[src/rtl/mem_except_seq.sv]
// MEM-stage exception/ERET sequencer: prioritises exception events, updates CP0 state,
// flushes the pipeline for a fixed number of cycles, then issues a handshaked fetch redirect.
module mem_except_seq #(
    parameter logic [31:0] EXC_VECTOR   = 32'hbfc0_0380,
    parameter int unsigned FLUSH_CYCLES = 2
) (
    input  logic        clk,
    input  logic        resetn,
    input  logic        mem_valid,
    input  logic [8:0]  mem_except,
    input  logic [31:0] mem_pc,
    input  logic        mem_bd,
    input  logic [31:0] mem_badvaddr,
    input  logic        redirect_ready,
    output logic        flush,
    output logic        redirect_valid,
    output logic [31:0] redirect_pc,
    output logic        busy,
    output logic [31:0] cp0_epc,
    output logic [31:0] cp0_badvaddr,
    output logic [4:0]  cp0_exccode,
    output logic        cp0_bd,
    output logic        cp0_exl
);

    typedef enum logic [1:0] {StIdle, StFlush, StRedirect} state_t;

    localparam logic [3:0] CntLast = 4'(FLUSH_CYCLES - 1);

    state_t      state_q, state_d;
    logic [3:0]  cnt_q, cnt_d;
    logic [31:0] target_q, target_d;
    logic [31:0] epc_q, epc_d;
    logic [31:0] badvaddr_q, badvaddr_d;
    logic [4:0]  exccode_q, exccode_d;
    logic        bd_q, bd_d;
    logic        exl_q, exl_d;

    logic        eff_int, exc_any, trigger;
    logic [4:0]  code;

    // Interrupts are masked while already inside a handler.
    assign eff_int = mem_except[1] & ~exl_q;
    assign exc_any = eff_int | (|mem_except[8:2]);
    assign trigger = mem_valid & (exc_any | mem_except[0]);

    always_comb begin
        code = 5'd0;
        if (eff_int)            code = 5'd0;
        else if (mem_except[2]) code = 5'd4;
        else if (mem_except[3]) code = 5'd10;
        else if (mem_except[4]) code = 5'd12;
        else if (mem_except[5]) code = 5'd8;
        else if (mem_except[6]) code = 5'd9;
        else if (mem_except[7]) code = 5'd4;
        else if (mem_except[8]) code = 5'd5;
    end

    always_comb begin
        state_d    = state_q;
        cnt_d      = cnt_q;
        target_d   = target_q;
        epc_d      = epc_q;
        badvaddr_d = badvaddr_q;
        exccode_d  = exccode_q;
        bd_d       = bd_q;
        exl_d      = exl_q;
        unique case (state_q)
            StIdle: begin
                if (trigger) begin
                    state_d = StFlush;
                    cnt_d   = 4'd0;
                    if (exc_any) begin
                        exccode_d = code;
                        if (!exl_q) begin
                            epc_d = mem_bd ? (mem_pc - 32'd4) : mem_pc;
                            bd_d  = mem_bd;
                        end
                        exl_d    = 1'b1;
                        target_d = EXC_VECTOR;
                        if (!eff_int && mem_except[2]) begin
                            badvaddr_d = mem_pc;
                        end else if (!eff_int && (mem_except[7:3] == 5'b0)
                                     && (mem_except[7] | mem_except[8])) begin
                            badvaddr_d = mem_badvaddr;
                        end else if (!eff_int && (mem_except[6:3] == 4'b0)
                                     && mem_except[7]) begin
                            badvaddr_d = mem_badvaddr;
                        end
                    end else begin
                        exl_d    = 1'b0;
                        target_d = epc_q;
                    end
                end
            end
            StFlush: begin
                if (cnt_q == CntLast) begin
                    state_d = StRedirect;
                    cnt_d   = 4'd0;
                end else begin
                    cnt_d = cnt_q + 4'd1;
                end
            end
            StRedirect: begin
                if (redirect_ready) state_d = StIdle;
            end
            default: state_d = StIdle;
        endcase
    end

    always_ff @(posedge clk or negedge resetn) begin
        if (!resetn) begin
            state_q    <= StIdle;
            cnt_q      <= 4'd0;
            target_q   <= 32'd0;
            epc_q      <= 32'd0;
            badvaddr_q <= 32'd0;
            exccode_q  <= 5'd0;
            bd_q       <= 1'b0;
            exl_q      <= 1'b0;
        end else begin
            state_q    <= state_d;
            cnt_q      <= cnt_d;
            target_q   <= target_d;
            epc_q      <= epc_d;
            badvaddr_q <= badvaddr_d;
            exccode_q  <= exccode_d;
            bd_q       <= bd_d;
            exl_q      <= exl_d;
        end
    end

    assign busy           = (state_q != StIdle);
    assign flush          = busy;
    assign redirect_valid = (state_q == StRedirect);
    assign redirect_pc    = redirect_valid ? target_q : 32'd0;
    assign cp0_epc        = epc_q;
    assign cp0_badvaddr   = badvaddr_q;
    assign cp0_exccode    = exccode_q;
    assign cp0_bd         = bd_q;
    assign cp0_exl        = exl_q;

endmodule

[config.mk]
export PLATFORM = sky130hd
export DESIGN_NAME = mem_except_seq
export DESIGN_NICKNAME = d
export VERILOG_FILES = /design/src/rtl/mem_except_seq.sv
export SDC_FILE = /design/constraint.sdc
export NUM_CORES = 1
export LEC_CHECK = 0
export ABC_AREA = 1
export ABC_CLOCK_PERIOD_IN_PS = 1450
export CAP_MARGIN = 20
export CORE_ASPECT_RATIO = 0.8
export CORE_MARGIN = 4
export CORE_UTILIZATION = 44
export CTS_BUF_LIST = sky130_fd_sc_hd__clkbuf_8
export DETAILED_ROUTE_END_ITERATION = 8
export PLACE_DENSITY_LB_ADDON = 0.05
export SLEW_MARGIN = 20
export SYNTH_ARGS = -nofsm -noshare
export SYNTH_HDL_FRONTEND = slang
export SYNTH_SLANG_ARGS = --single-unit
[constraint.sdc]
create_clock -name clk -period 1.45 [get_ports clk]
set_clock_uncertainty 0.15 [all_clocks]
set_input_delay 0.2175 -clock clk [delete_from_list [all_inputs] [get_ports clk]]
set_output_delay 0.2175 -clock clk [all_outputs]
set_load 0.01 [all_outputs]
== After elaboration in Yosys (flattened, before gate mapping) ==
Cells that the tools add are included.

* Register bits after elaboration: 109
* Logic and storage cells: 63

* $add $sub $neg: 2
* Eq/ne operators: 6
* Multiplexer cells: 22
* Bitwise operators: 6
* Reductions and logical operators: 19

{| class="wikitable"
|+ Operators with widths
! operator !! count
|-
| $mux 32 || 6
|-
| $sub 32x3->32 const B || 1
|-
| $mux 4 || 7
|-
| $pmux 4 s2 || 1
|-
| $reduce_and 4->1 || 2
|-
| $reduce_or 7->1 || 1
|-
| $mux 2 || 3
|-
| $mux 3 || 2
|-
| $ne 2x2->1 const B || 3
|-
| $pmux 2 s3 || 1
|-
| $reduce_and 3->1 || 2
|-
| $logic_and 1x1->1 || 5
|-
| $logic_not 5->1 || 1
|-
| $mux 5 || 1
|-
| $add 4x1->4 const B || 1
|-
| $eq 4x1->1 const B || 1
|-
| $logic_not 4->1 || 1
|-
| $reduce_and 2->1 || 2
|-
| $reduce_bool 2->1 || 2
|-
| $or 1x1->1 || 3
|-
| $reduce_bool 3->1 || 1
|-
| $and 1x1->1 || 2
|-
| $eq 2x1->1 const B || 1
|-
| $eq 2x2->1 const B || 1
|-
| 4 further kinds || 4
|}

== Longest topological paths before layout ==
Gate-level depths: netlist (run 1).

* Depth in word-level cells: 8
* Depth in mapped cells: 12

== Worst setup path before layout (run 1) ==
No wires, ideal clock.

* Path type: register -> register
* Start: register exl_q, in the netlist cp0_exl
* End: register badvaddr_q[23], in the netlist cp0_badvaddr[23]
* Setup time: 0.121 ns
* Data arrival time: 1.371 ns
* Data required time: 1.179 ns
* Setup slack: -0.192 ns
* Stages on the path, launching flop included: 12
* Path buffers: 1
* Period minus slack after synthesis: 1.642 ns
* Path through: dfrtp_1 -> inv_2 -> nand2_4 -> nand2_4 -> nor2_4 -> nand2_4 -> inv_2 -> nor2_4 -> nand4_4 -> buf_6 -> nand2_1 -> o21ai_2

* Cells in the longest elaborated chain, start to end: 7
* Elaborated cells on any way between the ends: 15

{| class="wikitable"
|+ RTL lines
! item !! line !! source
|-
| from (decl) || 37 || <nowiki>logic exl_q, exl_d;</nowiki>
|-
| from (signal assigned) || 129 || <nowiki>exl_q <= exl_d;</nowiki>
|-
| $not 1->1 (no line) (*) || n/a ||
|-
| $and 1x1->1 (*) || 43 || <nowiki>assign eff_int = mem_except[1] & ~exl_q;</nowiki>
|-
| $logic_not 1->1 || 81, 83, 86 ||
|-
| $logic_and 1x1->1, on equally long branches || 83, 86 ||
|-
| $logic_and 1x1->1, on equally long branches || 84, 87 ||
|-
| $reduce_bool 3->1 (no line) or $mux 32 (tied branches) || n/a ||
|-
| $reduce_and 4->1 (no line) or $mux 32 (tied branches) || n/a ||
|-
| to (signal assigned) || 126 || <nowiki>badvaddr_q <= badvaddr_d;</nowiki>
|-
| to (decl) || 34 || <nowiki>logic [31:0] badvaddr_q, badvaddr_d;</nowiki>
|}

Mark *: on every way between the ends. The rest lies on a longest branch, timed or not.
A chain may end at the register's enable or synchronous reset.

== Worst setup path in the final report (run 1) ==
* Start: register state_q[1]
* End: register target_q[19]

* Cells in the longest elaborated chain, start to end: 2

{| class="wikitable"
|+ RTL lines
! item !! line !! source
|-
| from (decl) || 30 || <nowiki>state_t state_q, state_d;</nowiki>
|-
| from (signal assigned) || 113 || <nowiki>state_q <= StIdle;</nowiki>
|-
| from (signal assigned) || 122 || <nowiki>state_q <= state_d;</nowiki>
|-
| $logic_not 2->1 || 68 || <nowiki>unique case (state_q)</nowiki>
|-
| $reduce_and 2->1 (no line) || n/a ||
|-
| to (signal assigned) || 124 || <nowiki>target_q <= target_d;</nowiki>
|-
| to (decl) || 32 || <nowiki>logic [31:0] target_q, target_d;</nowiki>
|}

No other way between the ends.

==> results of run 1 <==
[repair_timing]
item	4_1_cts	5_1_grt
gates resized for setup	349	181
hold buffers	2	0
pin swaps	5	18
setup endpoints to repair	212	188
setup buffers	45	21
hold endpoints to repair	108	0
cloned	7	11
[synth_stat cells (all sizes together)]
cell    number
and2         1
o21ai      107
conb         1
a21oi       30
o22ai        1
buf         24
clkbuf       9
dfrtp      108
nand3b       1
ha           3
nand2      149
nor3         3
mux2i        4
nand4        6
xor2        20
nor2       108
clkinv       1
inv         87
nor4         1
nand3       52
[tightest hold or removal path, cell delays in order]
cell           delay [ns]
dlygate4sd3_1        0.52
buf_4                0.13
buf_4                0.32
[per-layer routing]
| layer | share of wire (%) | track usage [%] | vias to the layer above |
|---|---|---|---|
| li1 | - | - | 2985 |
| met3 | 7.0 | 7.21 | 37 |
| met1 | 44 | 36.7 | 3055 |
| met2 | 48 | 39.6 | 216 |
| met4 | 1.9 | 5.24 | 0 |
| met5 | 0 | 0 | - |
[per-stage QoR]
stage                     setup TNS, ns  worst slack [ns]  std cells
final                            -51.89            -0.489       1251
after global routing             -62.34            -0.530       1251
after CTS                        -41.53            -0.353       1221
after detailed placement         -70.48            -0.676       1151
after global placement           -64.98            -0.615       1151
after floorplan                  -14.71            -0.187        716
[kinds of logic (layout without fill, tap and decap cells)]
logic type | Yosys count | in the layout | share of synthesized area [%]
AOI/OAI and AO/OA | 138 | 138 | 14.9
adders and majority gates | 3 | 3 | 0.645
muxes | 4 | 4 | 0.688
other | 1 | 1 | 0.0644
DFF | 108 | 108 | 46.4
and+or+nand+nor | 321 | 322 | 24.6
buffers and inverters | 121 | 480 | 9.67
xor gates and xnor gates | 20 | 20 | 3.01
[state kept, by name, indices dropped and copies added (netlist names)]
signal        flops
cp0_bd            1
state_q           2
cp0_badvaddr     32
cnt_q             4
cp0_exl           1
target_q         32
cp0_exccode       4
cp0_epc          32
[final cells by class]
type	count	share of cell area [%]
repair buffers	376	34.2
multi-input cells	488	31.3
flip-flops and latches	108	26.9
inverters	88	3.51
well taps	175	2.18
clock buffers	10	1.37
clock inverters	6	0.573
[how the worst max path moves through the flow]
| stage | end | slack, ns | cells after the start |
|---|---|---|---|
| after floorplan | target_q[21]$_DFFE_PN0P_ | -0.19 | 11 |
| after global placement | cp0_badvaddr[29]$_DFFE_PN0P_ | -0.62 | 10 |
| after detailed placement | cp0_epc[20]$_DFFE_PN0P_ | -0.68 | 12 |
| after CTS | redirect_pc[30] | -0.35 | 5 |
| after global routing | target_q[19]$_DFFE_PN0P_ | -0.53 | 12 |
| final | target_q[19]$_DFFE_PN0P_ | -0.49 | 11 |
[power groups by stage]
stage | sequential (mW) | combinational, mW | clock, mW
after floorplan | 5.22 | 2.62 | 0
after CTS | 4.81 | 7.56 | 1.89
after global routing | 5.05 | 9.49 | 2.04
after detailed placement | 4.98 | 6.37 | 0
after global placement | 4.96 | 6.22 | 0
final | 4.94 | 8.86 | 1.85
==> flow_metrics.py, run 1 <==
metrics = {
    "outcome": {
        "status": "finished with violations",
        "violations": "negative setup slack",
    },
    "timing": {
        "hold_slack_ns": 0.234,
        "min_period_over_period_pct": 134,
        "finalSetupViolCount": 143,
        "fmaxAchievable_mhz": 516,
        "min_period_ns": 1.94,
        "setup_slack_ns": -0.489,
        "rsz0062_at_grt": "true",
        "finalMaxSlewViolations": 0,
        "finalHoldViolCount": 0,
    },
    "place": {
        "place_hpwl_um": 13500,
        "place_congestion": 0.881,
        "io_buffers": 182,
        "placed_area_um2": 8610,
    },
    "route": {
        "drc_errors": 0,
        "wirelength_um": 21200,
        "wl_per_cell_um": 16.9,
        "dr.pass1.iters": 5,
        "drt_iter0_drc": 388,
        "ant_nets": 0,
        "post_drt_via_cell_ratio": 5.03,
        "vias": 6293,
    },
    "setup_path": {
        "cp_common_cell": "buf_12",
        "critPathRequiredTime_ns": 1.62,
        "crit_type": "reg2reg",
        "path_delay_family": "buffers and inverters",
        "critical_path.startpoint": "state_q[1]$_DFFE_PN0P_",
        "path_buf_inv": 7,
        "cp.arrival_ns": 2.11,
        "max_stage_delay_ns": 0.42,
        "r2r_start": "state_q[1]$_DFFE_PN0P_",
        "worstPathCellList": "buf_4, nor2_4, inv_2, buf_12, buf_6, nor2_4, buf_12, buf_12, clkbuf_16, nand3_2, o21ai_1",
        "worst_setup_path_end_kind": "flip-flop",
        "cpMaxStageDelayCell": "dfrtp_1",
        "ff2ff_setup_slack_ns": -0.49,
        "start_kind": "flip-flop",
        "worstRegToRegCells": 11,
        "rr_endpoint": "target_q[19]$_DFFE_PN0P_",
        "critPathMaxFanout": 6,
    },
    "power": {
        "power_switching_mw": 6.28,
        "p_per_area_nw_per_um2": 1560,
        "power_switching_share_pct": 40.1,
        "cell_internal_pwr_mw": 9.38,
        "combinationalPowerShare_pct": 56.6,
        "p_seq_share_pct": 31.6,
        "clkPwrFrac_pct": 11.8,
        "peakVddDrop_v": 0.000911,
        "total_power_mw": 15.7,
        "leakagePower_nw": 4.90,
    },
    "cells_and_area": {
        "multi_input_area_um2": 3150,
        "fillers": 877,
        "final_cell_mix": "145 x buf_4, 107 x dfrtp_1, 97 x nand2_1",
        "nets": 1152,
        "drive_gt1_share_pct": 43.9,
        "seqCellArea_um2": 2700,
        "final_common_cell": "buf_4",
        "finalInstanceArea_um2": 10100,
        "n_antenna_cell": 0,
        "fin_util_pct": 77.8,
        "area_growth_pct": 72.7,
    },
    "clock_tree": {
        "clkLatencyLatePin_ns": 0.39,
        "htree_num_levels": 3,
        "clkTransAtPathRegs_ns": 0.11,
        "cts_tree": "built",
        "cts_root_buf": "clkbuf_8",
        "numClockSinks": 108,
        "numCtsBuffers": 9,
        "cts_buffer_depth": 2,
    },
    "grt": {
        "grtUsageTotal_pct": 25.8,
        "antenna_found_initial": 0,
        "grt_overflow": 0,
        "grt_pass1_vias": 6195,
        "grt_max_degree": 76,
        "grt_pass1_wl_um": 31300,
    },
    "floorplanning": {
        "die_h_um": 111,
        "dieArea_um2": 15100,
        "die_w_um": 137,
        "fp-row-count": 37,
        "core_area_um2": 12900,
        "pin_count": 184,
        "floorplan.initialDensity_pct": 45.1,
    },
    "job": {
        "drv_cap": 0,
    },
    "synthesis": {
        "synth.cell_area_um2": 5820,
        "synthTopCellsByArea": "dfrtp_1 46%, nand2_1 9.2%, o21ai_2 6.9%",
        "synth.distinct_cells": 34,
        "yosysWarningCount": 0,
        "synth_top_area_cell": "dfrtp_1",
        "synth_fp_nets": 797,
        "synth-seq-cells": 108,
        "synth.top_cell.area_share_pct": 46.4,
        "netlist_instances": 716,
        "avgSynthCellArea_um2": 8.13,
        "ys_seq_area_share_pct": 46.4,
    },
    "min_path": {
        "holdCritPathClass": "in2async",
    },
}
Power figures use the tool's default switching activity.
==> inputs of run 2 (changes only) <==
--- a/config.mk
+++ b/config.mk
@@ -10,11 +10,9 @@
 export CAP_MARGIN = 20
 export CORE_ASPECT_RATIO = 0.8
 export CORE_MARGIN = 4
-export CORE_UTILIZATION = 44
-export CTS_BUF_LIST = sky130_fd_sc_hd__clkbuf_8
+export CORE_UTILIZATION = 43
 export DETAILED_ROUTE_END_ITERATION = 8
 export PLACE_DENSITY_LB_ADDON = 0.05
-export SLEW_MARGIN = 20
 export SYNTH_ARGS = -nofsm -noshare
 export SYNTH_HDL_FRONTEND = slang
 export SYNTH_SLANG_ARGS = --single-unit
==> flow_metrics.py, run 2 (same netlist as run 1, synthesis figures left out) <==
metrics = {
    "cells_and_area": {
        "fin_util_pct": 82.3,
        "finalNonFillerCells": 1246,
        "final_cell_mix": "127 x buf_4, 101 x dfrtp_1, 78 x inv_1",
        "area_growth_pct": 84.5,
        "final_common_cell": "buf_4",
        "n_antenna_cell": 0,
        "nets": 1147,
        "drive_gt1_share_pct": 46.2,
        "fillers": 778,
    },
    "setup_path": {
        "worstPathCellList": "buf_6, nor2_4, inv_4, buf_6, nor2_4, nand4_4, buf_12, clkbuf_16, nand2_2, o21ai_1",
        "cp-endpoint": "cp0_epc[12]$_DFFE_PN0P_",
        "max_stage_delay_ns": 0.43,
        "start_kind": "flip-flop",
        "worst_setup_path_end_kind": "flip-flop",
        "r2r_start": "state_q[0]$_DFFE_PN0P_",
        "rr_endpoint": "cp0_epc[12]$_DFFE_PN0P_",
        "critPathMaxFanout": 8,
        "cp.arrival_ns": 1.97,
        "worstRegToRegCells": 10,
        "critical_path.startpoint": "state_q[0]$_DFFE_PN0P_",
        "cpMaxStageDelayCell": "dfrtp_1",
        "crit_type": "reg2reg",
        "ff2ff_setup_slack_ns": -0.43,
        "critPathRequiredTime_ns": 1.53,
    },
    "clock_tree": {
        "cts_root_buf": "clkbuf_16",
        "cts_buffer_depth": 2,
        "clkLatencyLatePin_ns": 0.37,
        "clkTransAtPathRegs_ns": 0.07,
        "htree_num_levels": 3,
        "cts_tree": "built",
        "numCtsBuffers": 9,
        "numClockSinks": 108,
    },
    "timing": {
        "hold_slack_ns": 0.0711,
        "finalSetupViolCount": 143,
        "setup_slack_ns": -0.435,
        "rsz0062_at_grt": "true",
        "min_period_ns": 1.88,
        "finalMaxSlewViolations": 0,
        "setup_tns_ns": -51.49,
        "fmaxAchievable_mhz": 531,
        "finalHoldViolCount": 0,
        "min_period_over_period_pct": 130,
    },
    "place": {
        "io_buffers": 182,
        "place_ws_ns": -0.615,
        "place_hpwl_um": 13800,
        "place_congestion": 0.903,
        "dpl.cell_count": 1146,
    },
    "grt": {
        "grt_pass1_wl_um": 33900,
        "grt_overflow": 0,
        "grt_pass1_vias": 6476,
        "grt_max_degree": 67,
        "antenna_found_initial": 0,
        "grtUsageTotal_pct": 27.0,
    },
    "route": {
        "wl_per_cell_um": 18.7,
        "post_drt_via_cell_ratio": 5.18,
        "drt_iter0_drc": 369,
        "wirelength_um": 23300,
        "ant_nets": 0,
        "drc_errors": 0,
        "vias": 6459,
        "dr.pass1.iters": 5,
    },
    "power": {
        "leakagePower_nw": 5.06,
        "peakVddDrop_v": 0.00101,
        "p_per_area_nw_per_um2": 1600,
    },
    "job": {
        "drv_cap": 0,
    },
    "outcome": {
        "violations": "negative setup slack",
        "status": "finished with violations",
    },
    "min_path": {
        "holdCritPathClass": "in2async",
    },
    "floorplanning": {
        "die_w_um": 138,
        "core_area_um2": 13100,
        "pin_count": 184,
        "floorplan.initialDensity_pct": 44.6,
        "die_h_um": 112,
        "fp-row-count": 37,
        "dieArea_um2": 15500,
    },
}
[run 2: layout make-up]
type,instances,area [um2],share of cell area [%]
inverter,88,368,3.42
timing repair buffer,371,3730,34.7
multi-input combinational,488,3420,31.9
sequential,108,2710,25.2
tap,175,219,2.04
clock buffer,10,229,2.13
clock inverter,6,60.1,0.559
[run 2: worst max-delay path, delay by kind of cell, from the launching register on]
family	cells	cell delay, ns
buffers and inverters	5	0.69
AO/OA/AOI/OAI	1	0.07
flip-flops	1	0.43
AND/OR/NAND/NOR	4	0.41
[run 2: per-stage QoR]
stage	power [mW]	cell area [um2]
after global placement	11.2	8600
after CTS	15.4	9940
after detailed placement	11.4	8600
after global routing	18.0	10700
after floorplan	7.85	5910
final	17.2	10700
[run 2: what timing repair did]
action | 4_1_cts | 5_1_grt
pin swaps | 3 | 17
hold endpoints to repair | 108 | 0
resized for setup | 400 | 186
setup endpoints to repair | 212 | 175
hold buffers | 1 | 0
buffers inserted | 39 | 29
cloned | 15 | 5
[run 2: per-layer routing]
layer | part of all wire, % | GRT usage (%) | vias up | routed length, um
li1 | - | - | 2981 | -
met1 | 42 | 35.9 | 3162 | 9690
met2 | 49 | 45.1 | 272 | 11500
met3 | 6.9 | 6.22 | 44 | 1610
met4 | 2.1 | 7.11 | 0 | 488
met5 | 0 | 0 | - | 0
[run 2: worst min path at each step]
stage                                   end   start
finish              target_q[3]$_DFFE_PN0P_  resetn
global route        target_q[3]$_DFFE_PN0P_  resetn
CTS                 target_q[3]$_DFFE_PN0P_  resetn
detailed placement  target_q[3]$_DFFE_PN0P_  resetn
global placement    target_q[3]$_DFFE_PN0P_  resetn
floorplan              cnt_q[0]$_DFFE_PN0P_  resetn
[run 2: power by group]
group          internal, mW  switching (mW)
clock network          1.21            1.26
registers              4.15           0.914
logic                  4.94            4.69
total                  10.3            6.86
==> inputs of run 3 (changes only) <==
--- a/config.mk
+++ b/config.mk
@@ -6,13 +6,13 @@
 export NUM_CORES = 1
 export LEC_CHECK = 0
 export ABC_AREA = 1
-export ABC_CLOCK_PERIOD_IN_PS = 1450
 export CAP_MARGIN = 20
 export CORE_ASPECT_RATIO = 0.8
 export CORE_MARGIN = 4
 export CORE_UTILIZATION = 43
 export DETAILED_ROUTE_END_ITERATION = 8
 export PLACE_DENSITY_LB_ADDON = 0.05
+export SKIP_CTS_REPAIR_TIMING = 1
 export SYNTH_ARGS = -nofsm -noshare
 export SYNTH_HDL_FRONTEND = slang
 export SYNTH_SLANG_ARGS = --single-unit
==> flow_metrics.py, run 3 (same netlist as run 1, synthesis figures left out) <==
metrics = {
    "outcome": {
        "violations": "negative setup slack",
        "status": "finished with violations",
    },
    "floorplanning": {
        "fp-row-count": 37,
        "die_h_um": 112,
        "dieArea_um2": 15500,
        "floorplan.initialDensity_pct": 44.6,
        "die_w_um": 138,
        "pin_count": 184,
        "core_area_um2": 13100,
    },
    "power": {
        "peakVddDrop_v": 0.000931,
        "p_per_area_nw_per_um2": 1510,
        "leakagePower_nw": 5.31,
        "total_power_mw": 14.5,
    },
    "cells_and_area": {
        "nets": 1087,
        "final_cell_mix": "123 x nand2_1, 108 x dfrtp_1, 105 x buf_4",
        "final_common_cell": "nand2_1",
        "fin_util_pct": 73.3,
        "drive_gt1_share_pct": 31.9,
        "finalInstanceArea_um2": 9570,
        "area_growth_pct": 64.4,
        "n_antenna_cell": 0,
    },
    "setup_path": {
        "critPathRequiredTime_ns": 1.08,
        "start_kind": "flip-flop",
        "worst_setup_path_end_kind": "primary output",
        "critPathMaxFanout": 8,
        "crit_type": "reg2out",
        "worstRegToRegCells": 8,
        "cp.arrival_ns": 1.44,
    },
    "clock_tree": {
        "numCtsBuffers": 9,
        "cts_buffer_depth": 2,
        "htree_num_levels": 3,
        "numClockSinks": 108,
        "clkTransAtPathRegs_ns": 0.08,
        "clkLatencyLatePin_ns": 0.36,
        "cts_tree": "built",
        "cts_root_buf": "clkbuf_16",
    },
    "route": {
        "vias": 5853,
        "wirelength_um": 19400,
        "wl_per_cell_um": 16.4,
        "ant_nets": 0,
        "dr.pass1.iters": 5,
        "post_drt_via_cell_ratio": 4.94,
        "drc_errors": 0,
        "drt_iter0_drc": 305,
    },
    "place": {
        "place_hpwl_um": 13800,
        "place_congestion": 0.903,
        "placed_area_um2": 8600,
        "io_buffers": 182,
    },
    "grt": {
        "grt_overflow": 0,
        "grt_max_degree": 67,
        "grtUsageTotal_pct": 23.1,
        "grt_pass1_wl_um": 29300,
        "antenna_found_initial": 0,
        "grt_pass1_vias": 5848,
    },
    "timing": {
        "fmaxAchievable_mhz": 554,
        "finalHoldViolCount": 0,
        "min_period_over_period_pct": 124,
        "rsz0062_at_grt": "true",
        "min_period_ns": 1.80,
        "setup_tns_ns": -37.22,
        "setup_slack_ns": -0.355,
        "hold_slack_ns": 0.0694,
        "finalMaxSlewViolations": 0,
        "finalSetupViolCount": 142,
    },
    "job": {
        "drv_cap": 0,
    },
    "min_path": {
        "holdCritPathClass": "in2async",
    },
}
-- run 3: metal layers --
layer  share of wire (%)  wire [um]  GRT usage [%]
met5                   0          0              0
met4                 1.6        316           5.73
met1                  45       8760           32.1
met2                  47       9050           36.0
met3                 6.6       1290           6.60
-- run 3: area by class of cell --
type / instances / area [um2]
fill: 982 / 3480
timing repair buffer: 312 / 3140
multi-input combinational: 487 / 2870
sequential: 108 / 2700
inverter: 88 / 345
clock buffer: 10 / 229
tap: 175 / 219
clock inverter: 6 / 60.1
-- run 3: final timing paths --
kind / to / slack (ns) / from
max: redirect_pc[7] / -0.35 / state_q[1]$_DFFE_PN0P_
min: target_q[3]$_DFFE_PN0P_ / 0.07 / resetn
max reg2reg: target_q[21]$_DFFE_PN0P_ / -0.32 / state_q[0]$_DFFE_PN0P_
min reg2reg: cp0_badvaddr[27]$_DFFE_PN0P_ / 0.33 / cp0_badvaddr[27]$_DFFE_PN0P_
max in group asynchronous: cp0_badvaddr[18]$_DFFE_PN0P_ / 0.50 / resetn
min in group clk: cp0_epc[3]$_DFFE_PN0P_ / 0.22 / mem_pc[3]
-- run 3: through the flow --
| step | setup slack (ns) | cells |
|---|---|---|
| after floorplan | -0.187 | 716 |
| after global placement | -0.556 | 1146 |
| after detailed placement | -0.615 | 1146 |
| after CTS | -0.755 | 1162 |
| after global routing | -0.431 | 1186 |
| final | -0.355 | 1186 |
-- run 3: power breakdown --
group	internal [mW]	switching, mW
registers	4.13	0.834
logic	3.61	3.48
clock network	1.20	1.23
total	8.95	5.55
-- run 3: worst max-delay path, stage by stage, from the launching register on --
cell       delay (ns)
dfrtp_1          0.38
inv_2            0.06
nor2_4           0.14
inv_4            0.08
clkbuf_16        0.18
nor2_1           0.09
buf_2            0.14
